**src/rtl/cache_wb_buffer_pkg.sv**
```systemverilog
// cache_wb_buffer_pkg: line geometry, FSM state encoding and burst constants for the writeback buffer
package cache_wb_buffer_pkg;
  localparam int LINE_W = 4;
  localparam int LINE_LOG_W = 2;
  localparam logic [3:0] WSTRB_FULL = 4'hf;
  typedef enum logic [1:0] {
    ST_IDLE   = 2'd0,
    ST_AW     = 2'd1,
    ST_W      = 2'd2,
    ST_B_WAIT = 2'd3
  } state_t;
  function automatic logic [7:0] burst_len(input int words);
    return 8'(words - 1);
  endfunction
endpackage

```
**src/rtl/cache_wb_buffer.sv**
```systemverilog
// cache_wb_buffer: latches an evicted dirty line and writes it out as one W-beat memory burst
// Ports: clk/resetn (async active-low); wb_req_* / wb_addr / wb_line from the cache replace path;
// aw*/w*/b* burst write channels toward memory; busy while not idle; wb_done pulses after the response.
// Optional CACHE_WB_BRESP_CHECK_EN adds input bresp and a sticky error flag wb_err.
module cache_wb_buffer
  import cache_wb_buffer_pkg::*;
#(
  parameter int W      = LINE_W,
  parameter int LOG_W  = LINE_LOG_W,
  parameter int ADDR_W = 32
) (
  input  logic              clk,
  input  logic              resetn,
  input  logic              wb_req_valid,
  output logic              wb_req_ready,
  input  logic [ADDR_W-1:0] wb_addr,
  input  logic [32*W-1:0]   wb_line,
  output logic              awvalid,
  input  logic              awready,
  output logic [ADDR_W-1:0] awaddr,
  output logic [7:0]        awlen,
  output logic              wvalid,
  input  logic              wready,
  output logic [31:0]       wdata,
  output logic [3:0]        wstrb,
  output logic              wlast,
  input  logic              bvalid,
  output logic              bready,
`ifdef CACHE_WB_BRESP_CHECK_EN
  input  logic [1:0]        bresp,
  output logic              wb_err,
`endif
  output logic              busy,
  output logic              wb_done
);
  state_t state_q, state_d;
  logic [32*W-1:0] line_q;
  logic [ADDR_W-1:0] addr_q;
  logic [LOG_W-1:0] cnt;
  logic last_beat;
  assign last_beat = cnt == LOG_W'(W - 1);
  always_ff @(posedge clk or negedge resetn)
    if (!resetn) state_q <= ST_IDLE;
    else state_q <= state_d;
  always_comb
    state_d = state_q == ST_IDLE ? (wb_req_valid ? ST_AW : ST_IDLE) :
              state_q == ST_AW   ? (awready ? ST_W : ST_AW) :
              state_q == ST_W    ? (wready && last_beat ? ST_B_WAIT : ST_W) :
                                   (bvalid ? ST_IDLE : ST_B_WAIT);
  always_comb begin
    wb_req_ready = state_q == ST_IDLE;
    busy         = state_q != ST_IDLE;
    awvalid      = state_q == ST_AW;
    wvalid       = state_q == ST_W;
    wlast        = wvalid && last_beat;
    wstrb        = wvalid ? WSTRB_FULL : 4'h0;
    bready       = state_q == ST_B_WAIT;
    awaddr       = addr_q;
    awlen        = burst_len(W);
    wdata        = line_q[32*cnt +: 32];
  end
  // The buffer is the sole copy of the line once accepted; the cache RAM may be reused next cycle.
  always_ff @(posedge clk or negedge resetn)
    if (!resetn) begin
      line_q  <= '0;
      addr_q  <= '0;
      cnt     <= '0;
      wb_done <= 1'b0;
    end else begin
      wb_done <= bready && bvalid;
      if (wb_req_valid && wb_req_ready) begin
        line_q <= wb_line;
        addr_q <= wb_addr & ~ADDR_W'(4 * W - 1);
      end
      if (awvalid && awready) cnt <= '0;
      else if (wvalid && wready) cnt <= cnt + 1'b1;
    end
`ifdef CACHE_WB_BRESP_CHECK_EN
  always_ff @(posedge clk or negedge resetn)
    if (!resetn) wb_err <= 1'b0;
    else if (bready && bvalid && bresp != 2'b00) wb_err <= 1'b1;
`endif
endmodule

```
**config.mk**
```make
export PLATFORM = sky130hd
export DESIGN_NAME = cache_wb_buffer
export DESIGN_NICKNAME = d
export VERILOG_FILES = /design/src/rtl/cache_wb_buffer_pkg.sv /design/src/rtl/cache_wb_buffer.sv
export SDC_FILE = /design/constraint.sdc
export NUM_CORES = 1
export LEC_CHECK = 0
export CORE_MARGIN = 4
export CORE_UTILIZATION = 40
export CTS_BUF_LIST = sky130_fd_sc_hd__clkbuf_2
export DETAILED_ROUTE_END_ITERATION = 8
export PLACE_DENSITY_LB_ADDON = 0.3
export REMOVE_ABC_BUFFERS = 1
export SYNTH_ARGS = -nofsm -noshare
export SYNTH_HDL_FRONTEND = slang
export SYNTH_SLANG_ARGS = --single-unit
export TNS_END_PERCENT = 20
```
**constraint.sdc**
```tcl
create_clock -name clk -period 1.55 [get_ports clk]
set_input_delay 0.31 -clock clk [delete_from_list [all_inputs] [get_ports clk]]
set_output_delay 0.31 -clock clk [all_outputs]
set_load 0.01 [all_outputs]
```
==> results of run 1 <==
[state kept, by name, indices dropped and copies added (netlist names)]
signal and count:
awaddr 28, cnt 2, line_q 128, state_q 2, wb_done 1
[layout by cell type, fill, tap and decap left out, types with 15 or more instances in the layout]
cell	instances
buf_4	18
clkdlybuf4s50_1	160
mux2_4	56
buf_2	26
mux4_2	32
clkbuf_2	18
dfrtp_1	159
buf_12	15
mux2_2	100
buf_6	61
[timing repair]
action                                 CTS  global route
setup buffers                           11             9
resized for setup                      338            79
pin swaps                                1             5
gates cloned                             2             3
endpoints found under the hold margin  161             0
hold buffers                             2             0
setup endpoints to repair              227           228
[where the power goes]
part           leakage [nW]  switching (mW)  total (mW)  internal [mW]
clock network         0.158            1.58        2.51          0.940
logic                  2.48            3.83        11.1           7.23
registers              1.91            1.15        7.48           6.32
total                  4.55            6.56        21.0           14.5
[routing by layer]
metal  vias to the layer above  track usage, %
met5                         -               0
met3                        11            7.96
met2                       187            29.2
met1                      2321            22.0
met4                         2            4.04
li1                       2062               -
[worst max-delay path, delay by kind of cell, from the launching register on]
family,cells,cell delay (ns)
buf+inv,3,0.40
mux,1,0.53
flops,1,0.44
[cells by family after synthesis]
group,synth area share [%]
multiplexers,35.0
flip-flops,55.9
buffers and inverters,6.86
AND/OR/NAND/NOR,1.34
AO/OA/AOI/OAI,0.625
other,0.104
adder cells (fa/ha/maj),0.174
[final timing paths]
check                                    to         from  slack [ns]
max in group asynchronous        line_q[53]       resetn        1.08
worst max register to register   line_q[48]   state_q[0]       -0.45
min in group clk                 awaddr[13]  wb_addr[13]        0.21
worst max-delay path              wdata[21]       cnt[0]       -0.80
worst min-delay path             awaddr[30]       resetn        0.19
worst min register to register  line_q[109]  line_q[109]        0.54
[cell type report]
| class | count | area share (%) |
|---|---|---|
| clock buffers | 18 | 0.855 |
| clock inverters | 14 | 1.73 |
| inverters | 1 | 0.0593 |
| multi-input cells | 224 | 27.8 |
| flip-flops and latches | 161 | 38.2 |
| well taps | 225 | 2.67 |
| repair buffers | 288 | 28.7 |
==> results.txt, run 1 <==
synthesized area divided by synthesized cell count = 17.2 um2
highest metal layer with signal wires = met5
Hold WS = 0.188 ns
total via count in the routed design = 4583
Max stage delay cell, worst path = mux4_2
iteration-0 DRC count of the detailed router = 109
clock-pin slew of the registers on the worst-case setup and hold paths = 0.25 ns
remaining design rule violation count = 0
sum of met3 wire segment lengths after detailed routing = 1800 um
flop and latch count out of synthesis = 161
fraction of final layout cells with drive strength greater than 1 = 50.7%
Post-DP Area = 0.00976 mm2
portion of synthesized cell area occupied by the leading cell type = 55.9%
Max VDD drop = 1390 uV
count of pins on the block boundary = 249
area of the core region = 0.0175 mm2
vias in the first global route = 5198
remaining global-route overflow = 0
slack of the critical path = -0.796 ns
Die Y = 142 um
Placed Instances = 875
post-synth cell types = 25
HPWL after detailed placement = 12700 um
Core Rows = 48
Crit path required time = 1.24 ns
number of routed nets with antenna violations = 0
number of synthesis warnings = 0
count of non-filler cells in the finished layout = 931
effective utilization at floorplan = 41.2%
area of combinational cells with multiple inputs = 0.00293 mm2
Worst path most repeated cell = buf_12
post-route cell area = 0.0105 mm2
critical path endpoint category = output port
violations in the final reports = setup timing
largest net degree at the start of global routing = 49
Max Cap Violations = 0
Core Util, Final = 60.3%
fraction of registers with async set or reset after synthesis = 100%
insertion delay of the later-clocked pin in the worst-skew pair = 0.68 ns
dominant cell type by area after synthesis = dfrtp_1
setup TNS = -88.84 ns
clock tree sinks = 161
Cells after Synth = 419
max-slew violations = 0
clock tree from TritonCTS = built
mapped cell area = 0.00720 mm2
number of filler instances in the final layout = 1327
Met1 Routed Length = 7540 um
Critical Path Fanout Max = 6
result of the run = complete, but fails checks
power density relative to cell area = 2000 mW/mm2
number of buffers on the longest clock path = 2
fmax = 0.426 GHz
classification of the worst-slack hold path = primary input to asynchronous set/reset pin
most frequent cells after synthesis = 161 x dfrtp_1, 145 x mux2_2, 32 x mux4_2, 19 x buf_4, 15 x buf_12
total track usage = 17.9%
Final Setup Violations = 221
length in cells of the worst reg-to-reg path = 8
Vias per Instance = 4.92
number of buffers created by CTS = 17
Die X-Extent = 142 um
root buffer selected by CTS = clkbuf_2
length of the first detailed-routing pass in iterations = 4
met2 WL = 8710 um
type of the worst setup path = register to output port
antenna violations before repair = 1
total number of H-tree levels = 4
Startpoint Class = register
sequential area share after synthesis = 55.9%
unrepaired setup endpoints after global routing = true
buffers added on ports = 232
cells along the critical path = buf_12 > buf_12 > mux4_2 > buf_6
time the worst path needs with I/O delays and setup = 2.35 ns
post-place setup slack = -0.450 ns
final routed wirelength across all metal layers = 18200 um
Sequential Area = 0.00403 mm2
net total in the final layout = 860
synth top area cells = dfrtp_1 56%, mux2_2 23%, mux4_2 10%
area added between synthesis and finish = 46.3%
Post-synth EDFFs = 0
Die Area = 0.0202 mm2
global placement routability congestion = 0.789
final period utilization = 151%
number of antenna cells inserted = 0
predominant post-synthesis flop cell = dfrtp_1
highest cell delay on the worst timing path = 0.53 ns
Static Leak = 4.55 nW
total count of hold-check failures in the final report = 0
post-route total power = 21.0 mW
mean routed wirelength per cell = 19.5 um
arrival time worst endpoint = 2.04 ns
wire length of the first global-routing pass = 28000 um
Post-Route Skew = 0.0265 ns
most repeated cell in the gate-level netlist after synthesis = dfrtp_1
No activity file was read; power rests on OpenSTA's default activity.
==> inputs of run 2 (changes only) <==
--- a/config.mk
+++ b/config.mk
@@ -6,7 +6,7 @@
 export NUM_CORES = 1
 export LEC_CHECK = 0
 export CORE_MARGIN = 4
-export CORE_UTILIZATION = 40
+export CORE_UTILIZATION = 24
 export CTS_BUF_LIST = sky130_fd_sc_hd__clkbuf_2
 export DETAILED_ROUTE_END_ITERATION = 8
 export PLACE_DENSITY_LB_ADDON = 0.3
==> run 2 against run 1 <==
Cell area up 6.1%. The run still ends with setup timing left. Largest cell class unchanged. Combinational power up 4%. Global-route usage down 5.9 points. Via count up 2.0%. Clock-buffer cell count up 2. Sequential share of layout area down 2.2 points.
==> results.txt, run 2 (same netlist as run 1, synthesis figures left out) <==
Static Leak = 4.83 nW (+6.2%)
time the worst path needs with I/O delays and setup = 2.39 ns (+0.0406 ns)
wire length of the first global-routing pass = 30700 um (+9.4%)
HPWL after detailed placement = 13600 um (+7.6%)
unrepaired setup endpoints after global routing = true
result of the run = complete, but fails checks
net total in the final layout = 895 (+4.1%)
final period utilization = 154% (+2.6 points)
setup slack on the worst flop-to-flop path = -0.22 ns (+0.23 ns)
effective utilization at floorplan = 24.3% (-17 points)
power density relative to cell area = 1920 mW/mm2 (-3.9%)
insertion delay of the later-clocked pin in the worst-skew pair = 0.73 ns (+0.05 ns)
highest-count cells in the layout ignoring fill and taps = 160 x clkdlybuf4s50_1, 159 x dfrtp_1, 91 x mux2_4, 66 x buf_6, 65 x mux2_2
clock tree sinks = 161 (unchanged)
antenna violations before repair = 2 (+1)
Max VDD drop = 856 uV (-38%)
Critical Path End = wdata[11]
Die Area = 0.0328 mm2 (+62%)
Vias per Instance = 4.13 (-16%)
total count of hold-check failures in the final report = 0 (unchanged)
global placement routability congestion = 0.732 (-7.3%)
slack of the critical path = -0.837 ns (-0.0406 ns)
Post-Route Skew = 0.0445 ns (+0.0181 ns)
fraction of final layout cells with drive strength greater than 1 = 51.5% (+0.78 points)
iteration-0 DRC count of the detailed router = 91 (-17%)
Worst R2R Start = state_q[1]
mean routed wirelength per cell = 17.4 um (-11%)
remaining global-route overflow = 0 (unchanged)
Core Util, Final = 37.7% (-23 points)
Core Rows = 63 (+31%)
start point of the critical path = cnt[0]
length in cells of the worst reg-to-reg path = 6 (-2)
total track usage = 12.0% (-5.9 points)
area of the core region = 0.0296 mm2 (+70%)
Die Y = 181 um (+27%)
clock-pin slew of the registers on the worst-case setup and hold paths = 0.27 ns (+0.02 ns)
number of buffers created by CTS = 17 (unchanged)
post-place setup slack = -0.442 ns (+0.00738 ns)
remaining design rule violation count = 0 (unchanged)
classification of the worst-slack hold path = primary input to asynchronous set/reset pin
Final Setup Violations = 222 (+0.45%)
vias in the first global route = 5307 (+2.1%)
final routed wirelength across all metal layers = 19700 um (+8.5%)
flip-flop count of the largest register after layout = 128 (unchanged)
Critical Path Fanout Max = 7 (+1)
root buffer selected by CTS = clkbuf_2
Die X-Extent = 181 um (+27%)
Startpoint Class = register
Max Cap Violations = 0 (unchanged)
area added between synthesis and finish = 55.3%
leading cell type in the layout, fill and taps excluded = clkdlybuf4s50_1
buffers added on ports = 232 (unchanged)
arrival time worst endpoint = 2.08 ns (+0.04 ns)
terminus of the critical flop-to-flop path = awaddr[11]
count of pins on the block boundary = 249 (unchanged)
total via count in the routed design = 4676 (+2.0%)
critical path endpoint category = output port
clock tree from TritonCTS = built
most flop-heavy register = line_q
fmax = 0.419 GHz (-1.7%)
Crit path required time = 1.24 ns (about the same)
max-slew violations = 0 (unchanged)
number of routed nets with antenna violations = 0 (unchanged)
length of the first detailed-routing pass in iterations = 4 (unchanged)
type of the worst setup path = register to output port
largest net degree at the start of global routing = 28 (-43%)
violations in the final reports = setup timing
number of buffers on the longest clock path = 2 (unchanged)
total number of H-tree levels = 4 (unchanged)
## run 2: layer usage
metal | up-vias | share of wire (%) | track usage (%)
met5 | - | 0.066 | 0
met4 | 2 | 0.85 | 2.49
met3 | 11 | 8.4 | 5.36
met2 | 170 | 47 | 19.2
met1 | 2364 | 44 | 15.0
li1 | 2129 | - | -
## run 2: how the worst min path moves through the flow
stage               cells past startpoint           to         from  slack, ns
global route                            3  line_q[110]       resetn     0.0001
detailed placement                      1  line_q[111]       resetn       0.29
finish                                  3   line_q[14]       resetn       0.17
global placement                        1   line_q[79]       resetn       0.28
floorplan                               0   awaddr[10]       resetn       0.01
CTS                                     2   line_q[17]  wb_line[17]     0.0002
## run 2: timing repair
action                                 CTS  global route
buffers inserted                        11            10
hold buffers                            10             2
cloned                                   2             2
gates resized for setup                386            67
pin swaps                                1             1
endpoints found under the hold margin  169             2
setup endpoints to repair              220           227
## run 2: stage by stage
step / hold slack (ns) / setup TNS [ns] / std cells / cell area [um2] / power, mW
2_1_floorplan: 0.0144 / -183.50 / 386 / 6750 / 12.5
3_3_place_gp: 0.278 / -47.26 / 1066 / 10200 / 17.6
3_5_place_dp: 0.286 / -48.76 / 1066 / 10200 / 17.7
4_1_cts: 0.000206 / -64.49 / 1119 / 10800 / 21.0
5_1_grt: 0.000128 / -77.55 / 1132 / 11200 / 22.9
6_report: 0.167 / -53.13 / 1132 / 11200 / 21.5
## run 2: worst max-delay path, stage by stage, from the launching register on
cell and delay [ns]:
dfrtp_2 0.45, buf_6 0.12, buf_12 0.15, mux4_2 0.53, buf_6 0.14
## run 2: power breakdown
group          leakage (nW)  total (mW)  switching [mW]  internal, mW
logic                  2.78        11.5            3.86          7.66
clock network         0.143        2.45            1.55         0.895
registers              1.91        7.50            1.18          6.33
## run 2: final cells by class
class                   count  area (um2)
well taps                 390         488
clock buffers              20         100
diodes                      2        5.00
flip-flops and latches    161        4030
repair buffers            323        3360
multi-input cells         224        3060
fillers                  2833       18500
inverters                   1        3.75
clock inverters            11         140
==> inputs of run 3 (changes only) <==
==> constraint.sdc (replaced) <==
create_clock -name clk -period 2.5 [get_ports clk]
set_input_delay 0.5 -clock clk [delete_from_list [all_inputs] [get_ports clk]]
set_output_delay 0.5 -clock clk [all_outputs]
set_load 0.01 [all_outputs]
==> run 3 against run 2 <==
The flow still finishes with violations (setup timing). Cell area fell by 8.8%. Critical endpoint is now wdata[1]. Sequential power shrank 39%. Hold slack gained 0.058 ns. Clock-buffer cell count fell by 2. Sequential share of layout area up 3.5 points. Register-to-register slack better by 0.74 ns. Die area did not move. Clock power decreased by 43%.
==> results.txt, run 3 (same netlist as run 1, synthesis figures left out) <==
P_sw = 3.75 mW (-43%)
switching share of total power = 31.3% (+0.62 points)
area of the core region = 0.0296 mm2 (unchanged)
fraction of final layout cells with drive strength greater than 1 = 42.8% (-8.7 points)
length in cells of the worst reg-to-reg path = 7 (+1)
type of the worst setup path = register to output port
HPWL after detailed placement = 12400 um (-9.2%)
violations in the final reports = setup timing
count of pins on the block boundary = 249 (unchanged)
setup slack on the worst flop-to-flop path = 0.52 ns (+0.74 ns)
vias in the first global route = 5038 (-5.1%)
Critical Path End = wdata[1]
Placed Instances = 1029 (-3.5%)
remaining design rule violation count = 0 (unchanged)
area added between synthesis and finish = 41.7%
clock-pin slew of the registers on the worst-case setup and hold paths = 0.27 ns (about the same)
arrival time worst endpoint = 2.13 ns (+0.05 ns)
Die Y = 181 um (unchanged)
flip-flop count of the largest register after layout = 128 (unchanged)
mean routed wirelength per cell = 16.5 um (-5.1%)
Die X-Extent = 181 um (unchanged)
max-slew violations = 0 (unchanged)
total number of H-tree levels = 4 (unchanged)
leading cell type in the layout, fill and taps excluded = clkdlybuf4s50_1
Max VDD drop = 465 uV (-46%)
Final Setup Violations = 33 (-85%)
fraction of power consumed by the clock network = 11.6% (+0.2 points)
total count of hold-check failures in the final report = 0 (unchanged)
slack of the critical path = -0.133 ns (+0.704 ns)
classification of the worst-slack hold path = primary input to asynchronous set/reset pin
terminus of the critical flop-to-flop path = line_q[62]
time the worst path needs with I/O delays and setup = 2.63 ns
highest-count cells in the layout ignoring fill and taps = 189 x clkdlybuf4s50_1, 157 x dfrtp_1, 145 x mux2_2, 32 x mux4_2, 23 x buf_6
number of buffers on the longest clock path = 2 (unchanged)
start point of the critical path = cnt[0]
Vias per Instance = 4.07 (-1.5%)
share of power burned in combinational logic = 50.3% (-3.4 points)
total track usage = 11.1% (-0.88 points)
number of buffers created by CTS = 17 (unchanged)
Startpoint Class = register
Static Leak = 4.16 nW (-14%)
largest net degree at the start of global routing = 47 (+68%)
clock tree from TritonCTS = built
most flop-heavy register = line_q
remaining global-route overflow = 0 (unchanged)
fmax = 0.380 GHz
buffers added on ports = 232 (unchanged)
wire length of the first global-routing pass = 28600 um (-6.8%)
number of routed nets with antenna violations = 0 (unchanged)
total via count in the routed design = 4376 (-6.4%)
Crit path required time = 2.00 ns (+0.76 ns)
Die Area = 0.0328 mm2 (unchanged)
global placement routability congestion = 0.685 (-6.4%)
Critical Path Fanout Max = 4 (-3)
count of non-filler cells in the finished layout = 1076 (-4.9%)
unrepaired setup endpoints after global routing = true
Core Rows = 63 (unchanged)
clock tree sinks = 161 (unchanged)
net total in the final layout = 839 (-6.3%)
Worst R2R Start = state_q[1]
setup TNS = -2.73 ns (+50.41 ns)
sequential fraction of design power = 38.1% (+3.2 points)
Hold WS = 0.225 ns (+0.0579 ns)
insertion delay of the later-clocked pin in the worst-skew pair = 0.73 ns (about the same)
iteration-0 DRC count of the detailed router = 131 (+44%)
final routed wirelength across all metal layers = 17800 um (-9.8%)
Cell Int Power = 8.24 mW (-45%)
antenna violations before repair = 1 (-1)
length of the first detailed-routing pass in iterations = 4 (unchanged)
final period utilization = 105%
power density relative to cell area = 1180 mW/mm2 (-39%)
Post-Route Skew = 0.0263 ns (-0.0182 ns)
root buffer selected by CTS = clkbuf_2
effective utilization at floorplan = 24.3% (unchanged)
result of the run = complete, but fails checks
Max Cap Violations = 0 (unchanged)
critical path endpoint category = output port
-- run 3: worst min-delay path by stage --
stage                     startpoint          to  slack, ns  cells past startpoint
after floorplan               resetn  awaddr[10]       0.20                      0
after detailed placement      resetn  awaddr[26]       0.49                      1
final                         resetn  line_q[15]       0.22                      2
after global routing          resetn  line_q[15]       0.08                      2
after CTS                     resetn  line_q[15]       0.07                      2
after global placement        resetn  awaddr[26]       0.49                      1
-- run 3: routing by layer --
| layer | vias to the layer above | wire length [um] | global-route usage [%] |
|---|---|---|---|
| li1 | 2023 | - | - |
| met3 | 11 | 1620 | 5.09 |
| met4 | 0 | 218 | 3.45 |
| met5 | - | 0 | 0 |
| met1 | 2186 | 7600 | 13.8 |
| met2 | 156 | 8350 | 17.3 |
-- run 3: timing repair --
item | in CTS | in global routing
endpoints found under the hold margin | 77 | 0
endpoints found under the setup margin | 42 | 38
cloned | 2 | 0
buffers inserted | 7 | 5
resized for setup | 162 | 24
hold buffers | 1 | 0
pin swaps | 0 | 0
-- run 3: final cells by class --
type / instances / area [um2]
sequential: 161 / 4030
clock buffer: 18 / 90.1
antenna: 2 / 5.00
timing repair buffer: 267 / 2740
tap: 390 / 488
clock inverter: 13 / 120
multi-input combinational: 224 / 2730
inverter: 1 / 3.75
fill: 2961 / 19400
-- run 3: through the flow --
step | area (um2) | utilization, % | worst slack, ns | total power, mW
global placement | 9850 | 33.2 | 0.301 | 10.5
CTS | 10100 | 34.0 | -0.381 | 12.0
global route | 10200 | 34.4 | -0.365 | 12.9
floorplan | 6750 | - | -0.121 | 7.73
detailed placement | 9850 | 33.2 | 0.308 | 10.6
finish | 10200 | 34.4 | -0.133 | 12.0
-- run 3: critical path, stage by stage (launching register included) --
cell and delay [ns]:
dfrtp_2 0.48, buf_6 0.13, buf_16 0.13, buf_8 0.12, mux4_2 0.42, buf_6 0.15
-- run 3: power groups by stage --
stage	sequential, mW	combinational (mW)	clock (mW)
final	4.57	6.03	1.39
after global routing	4.78	6.51	1.62
after CTS	4.59	5.87	1.52
after detailed placement	4.68	5.94	0
after global placement	4.64	5.90	0
after floorplan	4.72	3.00	0
